File: src/rtl/stream_mux_pkg.sv
// Shared types and helpers for the packet-aware stream multiplexer.
package stream_mux_pkg;

    // Arbitration policy used while no packet holds the output.
    typedef enum logic {
        ARB_RR    = 1'b0,
        ARB_FIXED = 1'b1
    } arb_mode_e;

    // Packet-lock state of the multiplexer.
    typedef enum logic {
        ST_IDLE   = 1'b0,
        ST_LOCKED = 1'b1
    } state_e;

    // Width of a channel index; a single channel still gets one bit.
    function automatic int sel_width(input int n);
        return ($clog2(n) > 0) ? $clog2(n) : 1;
    endfunction

endpackage

File: src/rtl/stream_mux_rr_arbiter.sv
// Combinational arbiter: round-robin from a pointer, or fixed lowest-index
// priority. Both modes share one double-width masked priority search.
module rr_arbiter
    import stream_mux_pkg::*;
#(
    parameter  int N        = 4,
    parameter  int ARB_MODE = 0,
    localparam int SEL_W    = sel_width(N)
) (
    input  logic [N-1:0]     i_req,
    input  logic [SEL_W-1:0] i_ptr,
    output logic [SEL_W-1:0] o_grant,
    output logic             o_grant_valid
);

    logic [N-1:0]   w_mask;
    logic [2*N-1:0] w_req_dbl;

    // Keep only requests at or above the pointer in the low half; fixed mode masks all.
    always_comb begin
        for (int k = 0; k < N; k++) begin
            w_mask[k] = (ARB_MODE == int'(ARB_RR)) && (k >= int'(i_ptr));
        end
        w_req_dbl = {i_req, i_req & w_mask};
    end

    // Lowest set bit of the doubled vector; the upper half supplies the wrap.
    always_comb begin
        // NOTE: every output gets a default before the search so no path leaves it unassigned (no latch).
        o_grant       = '0;
        o_grant_valid = 1'b0;
        for (int j = 2*N-1; j >= 0; j--) begin
            if (w_req_dbl[j]) begin
                o_grant_valid = 1'b1;
                o_grant       = (j >= N) ? SEL_W'(j - N) : SEL_W'(j);
            end
        end
    end

endmodule

File: src/rtl/stream_mux_rr.sv
// N-input valid/ready stream multiplexer with packet locking and a
// registered output stage sustaining one beat per clock.
module stream_mux_rr
    import stream_mux_pkg::*;
#(
    parameter  int WIDTH      = 8,
    parameter  int NUM_INPUTS = 4,
    parameter  int ARB_MODE   = 0,
    localparam int SEL_W      = sel_width(NUM_INPUTS)
) (
    input  logic                  clk,
    input  logic                  reset,
    input  logic [NUM_INPUTS-1:0] in_valid,
    input  logic [WIDTH-1:0]      in_data [NUM_INPUTS],
    input  logic [NUM_INPUTS-1:0] in_last,
    output logic [NUM_INPUTS-1:0] in_ready,
    output logic                  out_valid,
    output logic [WIDTH-1:0]      out_data,
    output logic                  out_last,
    output logic [SEL_W-1:0]      out_sel,
    input  logic                  out_ready
);

    state_e           r_state;
    logic [SEL_W-1:0] r_ptr;
    logic [SEL_W-1:0] r_lock;

    logic [SEL_W-1:0] w_arb_grant;
    logic             w_arb_valid;
    logic [SEL_W-1:0] w_grant;
    logic             w_grant_valid;
    logic             w_load_en;
    logic             w_accept;
    logic             w_accept_last;
    logic [SEL_W-1:0] w_ptr_next;

    rr_arbiter #(
        .N        (NUM_INPUTS),
        .ARB_MODE (ARB_MODE)
    ) u_arbiter (
        .i_req         (in_valid),
        .i_ptr         (r_ptr),
        .o_grant       (w_arb_grant),
        .o_grant_valid (w_arb_valid)
    );

    assign w_load_en = !out_valid || out_ready;

    // Grant follows the arbiter while idle and is pinned to the locked channel mid-packet.
    always_comb begin
        if (r_state == ST_LOCKED) begin
            w_grant       = r_lock;
            w_grant_valid = in_valid[r_lock];
        end else begin
            w_grant       = w_arb_grant;
            w_grant_valid = w_arb_valid;
        end
    end

    // At most one ready, and only when the output register can take a beat.
    always_comb begin
        in_ready = '0;
        if (w_load_en && w_grant_valid) begin
            in_ready[w_grant] = 1'b1;
        end
    end

    assign w_accept      = w_load_en && w_grant_valid;
    assign w_accept_last = in_last[w_grant];
    // Wrap by compare so a non-power-of-2 channel count never yields an out-of-range pointer.
    assign w_ptr_next    = (w_grant == SEL_W'(NUM_INPUTS - 1)) ? '0 : w_grant + 1'b1;

    // Output register: load on an accepted beat, drain when the consumer takes it.
    always_ff @(posedge clk) begin
        // NOTE: sequential state uses non-blocking assignments so every register samples pre-edge values.
        if (reset) begin
            out_valid <= 1'b0;
            out_data  <= '0;
            out_last  <= 1'b0;
            out_sel   <= '0;
        end else if (w_load_en) begin
            out_valid <= w_accept;
            if (w_accept) begin
                out_data <= in_data[w_grant];
                out_last <= w_accept_last;
                out_sel  <= w_grant;
            end
        end
    end

    // Packet lock FSM and round-robin pointer, both advanced only by accepted beats.
    always_ff @(posedge clk) begin
        if (reset) begin
            r_state <= ST_IDLE;
            r_ptr   <= '0;
            r_lock  <= '0;
        end else if (w_accept) begin
            if (w_accept_last) begin
                r_state <= ST_IDLE;
                r_ptr   <= w_ptr_next;
            end else begin
                r_state <= ST_LOCKED;
                r_lock  <= w_grant;
            end
        end
    end

endmodule

File: config.mk
export PLATFORM = sky130hd
export DESIGN_NAME = stream_mux_rr
export DESIGN_NICKNAME = d
export VERILOG_FILES = /design/src/rtl/stream_mux_pkg.sv /design/src/rtl/stream_mux_rr_arbiter.sv /design/src/rtl/stream_mux_rr.sv
export SDC_FILE = /design/constraint.sdc
export NUM_CORES = 1
export LEC_CHECK = 0
export ABC_AREA = 1
export CAP_MARGIN = 20
export CORE_ASPECT_RATIO = 1.75
export CORE_MARGIN = 2
export CORE_UTILIZATION = 35
export DETAILED_ROUTE_END_ITERATION = 8
export PLACE_DENSITY = 0.72
export SLEW_MARGIN = 20
export SYNTH_ARGS = -nofsm -noshare
export SYNTH_HDL_FRONTEND = slang
export SYNTH_SLANG_ARGS = --single-unit
File: constraint.sdc
create_clock -name clk -period 2.1 [get_ports clk]
set_clock_uncertainty 0.1 [all_clocks]
set_input_delay 0.525 -clock clk [delete_from_list [all_inputs] [get_ports clk]]
set_output_delay 0.525 -clock clk [all_outputs]
set_load 0.005 [all_outputs]
==> run metrics <==
Hold Path Class flop to flop; CP Data Required Time 1470 ps; Synth area leaders dfxtp_1 (26%), inv_1 (14%), nand2_1 (12%); ANT cells 0; dpl ws -862 ps; status finished with violations; Die Width 49.9 um; DIE AREA 4210 um2; Crit-path slowest cell ha_2; Nets 348; worst-path cell chain buf_6 -> inv_4 -> nand2_4 -> nand2_2 -> nand2_2 -> nand2_2 -> nand2_4 -> nand2_8 -> ha_2 -> inv_1 -> nor2_1 -> buf_2; Syn Area/Cell 6.01 um2; Post-DP Area 2050 um2; Synthesis Warnings 0; initial antenna violation count 0; Post-synth EDFFs 0; final core area utilization 62.3%; Post-Synth Adder-Cell Area 3.88%; fin crit share 101%; Power Total 0.00287 W; gp weighted congestion 0.830; endpoints failing setup 3; DR iter-0 viols 19; DR vias/cell 4.58; post-synthesis sequential area ratio 26.4%; layout cells sized above 1 26.3%; TritonCTS clock tree done; Yosys cell types 20; Clock Latency Late Sink 250 ps; area of the multi-input gates 787 um2; htree depth 1; DRC Markers 0; Max-cap violations 0; commonest register cell after synthesis dfxtp_1; fmax 473 MHz; worst-margin pin slew 223 ps; crit path time final 2110 ps; Post-synth top cells inv_1 (47), nand2_1 (42), nor2_1 (26), nand3_1 (25), dfxtp_1 (17); dpl hpwl 2.90 mm; Final Hold Vio Count 0; mux contribution to synthesized area 0%; CTS Sinks 17; PortBufs 58; post-synthesis xor/xnor area fraction 0%; GRT Total Usage 17.9%; number of global-route vias before repair 1457; VDD IR max 684 uV; Leak 1.14 nW; max-slew violation count 0; DRT antenna net count 0; max incr delay on CP 160 ps; core area 3590 um2; critical path's most frequent cell nand2_2; crit path launch type input pin; largest net degree at the start of global routing 21; via count 1586; CP endpoint kind output pin; TritonRoute pass-1 iters 4; row count 29; total global routing overflow 0; crit path buf inv count 4; clock root buffer master clkbuf_8; Mapped Cells 215; worst rel slew slack 85.1%; most frequent cell after synthesis inv_1; Yosys top cell by area dfxtp_1; crit-path leading delay family simple AND/OR/NAND/NOR gates; syn nets 262; first-pass GRT wire length 5.88 mm; hold buffers post-CTS 0; pwr dens 1280 nW/um2; failing checks setup timing; #FFs+latches synth 17; Fillers 343; io pins 59; Worst-path clk slew 60 ps; area grow syn2layout 73.3%; largest family of logic cells by synthesized area simple AND/OR/NAND/NOR gates; Reg area 343 um2; worst path arrival time 1490 ps; RSZ-0062 raised after global routing yes; Die Ht 84.4 um; drt wl/cell 11.0 um; mapped cell area 1290 um2; Post-Layout Inst Area 2240 um2; Setup WS post-layout -13.3 ps; Post-Layout Cell Count 346; Synth Area in Compound Gates 15.1%; asr flop ratio synth 0%; Synth Area in Simple Gates 34.9%; Longest Clk Path Bufs 2; routed wire length 3.81 mm; Initial Utilization 35.9%; DP Cell Count 333; Crit Path Category input pin to output pin; share of the synthesized area in the top cell type 26.4%; CP Max Fanout 5; TritonCTS Buffers 3
## path summary, 6_finish.rpt
| kind | slack [ps] | cells after the start | end | startpoint |
|---|---|---|---|---|
| max reg2reg | 210 | 13 | r_ptr[0] | r_ptr[1] |
| min reg2reg | 400 | 2 | r_lock[1] | r_lock[1] |
| max | -10 | 12 | in_ready[3] | in_valid[0] |
| min | 400 | 2 | r_lock[1] | r_lock[1] |
## worst reg2reg max path: stages (launching register included)
cell	delay [ps]
dfxtp_2	320
inv_2	70
nand3_2	80
and2_4	150
nand2_4	100
nand2_8	80
buf_4	140
buf_4	180
nand2_1	80
nand3_1	140
nand2_1	120
nand3_1	100
nand2_1	90
nor2_1	40
## stage by stage
stage / hold WS (ps) / TNS (ps)
after floorplan: 366 / 0
after global placement: 388 / -7500
after detailed placement: 392 / -7650
after CTS: 401 / -122
after global routing: 435 / -253
final: 400 / -29.0
## area by class of cell
cell class                      count  area share, %
Timing Repair Buffer               90           36.0
Inverter                           50           8.84
Sequential cell                    17           15.3
Clock inverter                      1          0.224
Clock buffer                        3           1.85
Multi-Input combinational cell    139           35.2
Tap cell                           46           2.57
## where the power goes
group | switching [W] | total [W] | internal [W]
logic | 0.00104 | 0.00207 | 0.00103
clock network | 0.000110 | 0.000241 | 0.000132
registers | 0.0000853 | 0.000557 | 0.000472
## per-layer routing
layer	global-route usage (%)	routed length, um
met5	0	0
met3	2.14	161
met4	8.33	121
met1	16.9	1360
met2	36.1	2170
## flip-flops by register name, summed over array words and instances (netlist names)
register / flops
out_last: 1
out_data: 8
r_lock: 2
r_ptr: 2
r_state: 1
out_valid: 1
out_sel: 2
## logic make-up (layout without fill, tap and decap cells)
kind of cell,count (synthesis),after routing
simple gates,101,101
flops,17,17
buf+inv,59,144
fa+ha+maj,4,4
compound gates,34,34
## repair_timing
item                                    in CTS  in global routing
buffers inserted                             6                  4
endpoints found under the setup margin      15                  4
pin swaps                                   15                 12
resized for setup                           55                 14
## cells in the final DEF (no fill, tap or decap)
cell type / n
a21oi_1: 13
and2_4: 1
buf_12: 1
buf_2: 6
buf_4: 31
buf_6: 2
clkbuf_8: 3
clkdlybuf4s50_1: 50
clkinv_2: 1
dfxtp_1: 15
dfxtp_2: 2
ha_2: 1
ha_4: 3
inv_1: 40
inv_2: 7
inv_4: 2
inv_6: 1
nand2_1: 32
nand2_2: 10
nand2_4: 3
nand2_8: 1
nand3_1: 24
nand3_2: 3
nand4_1: 1
nor2_1: 25
nor2_2: 1
o211ai_1: 10
o21ai_0: 4
o21ai_1: 7
Power figures use the tool's default switching activity.
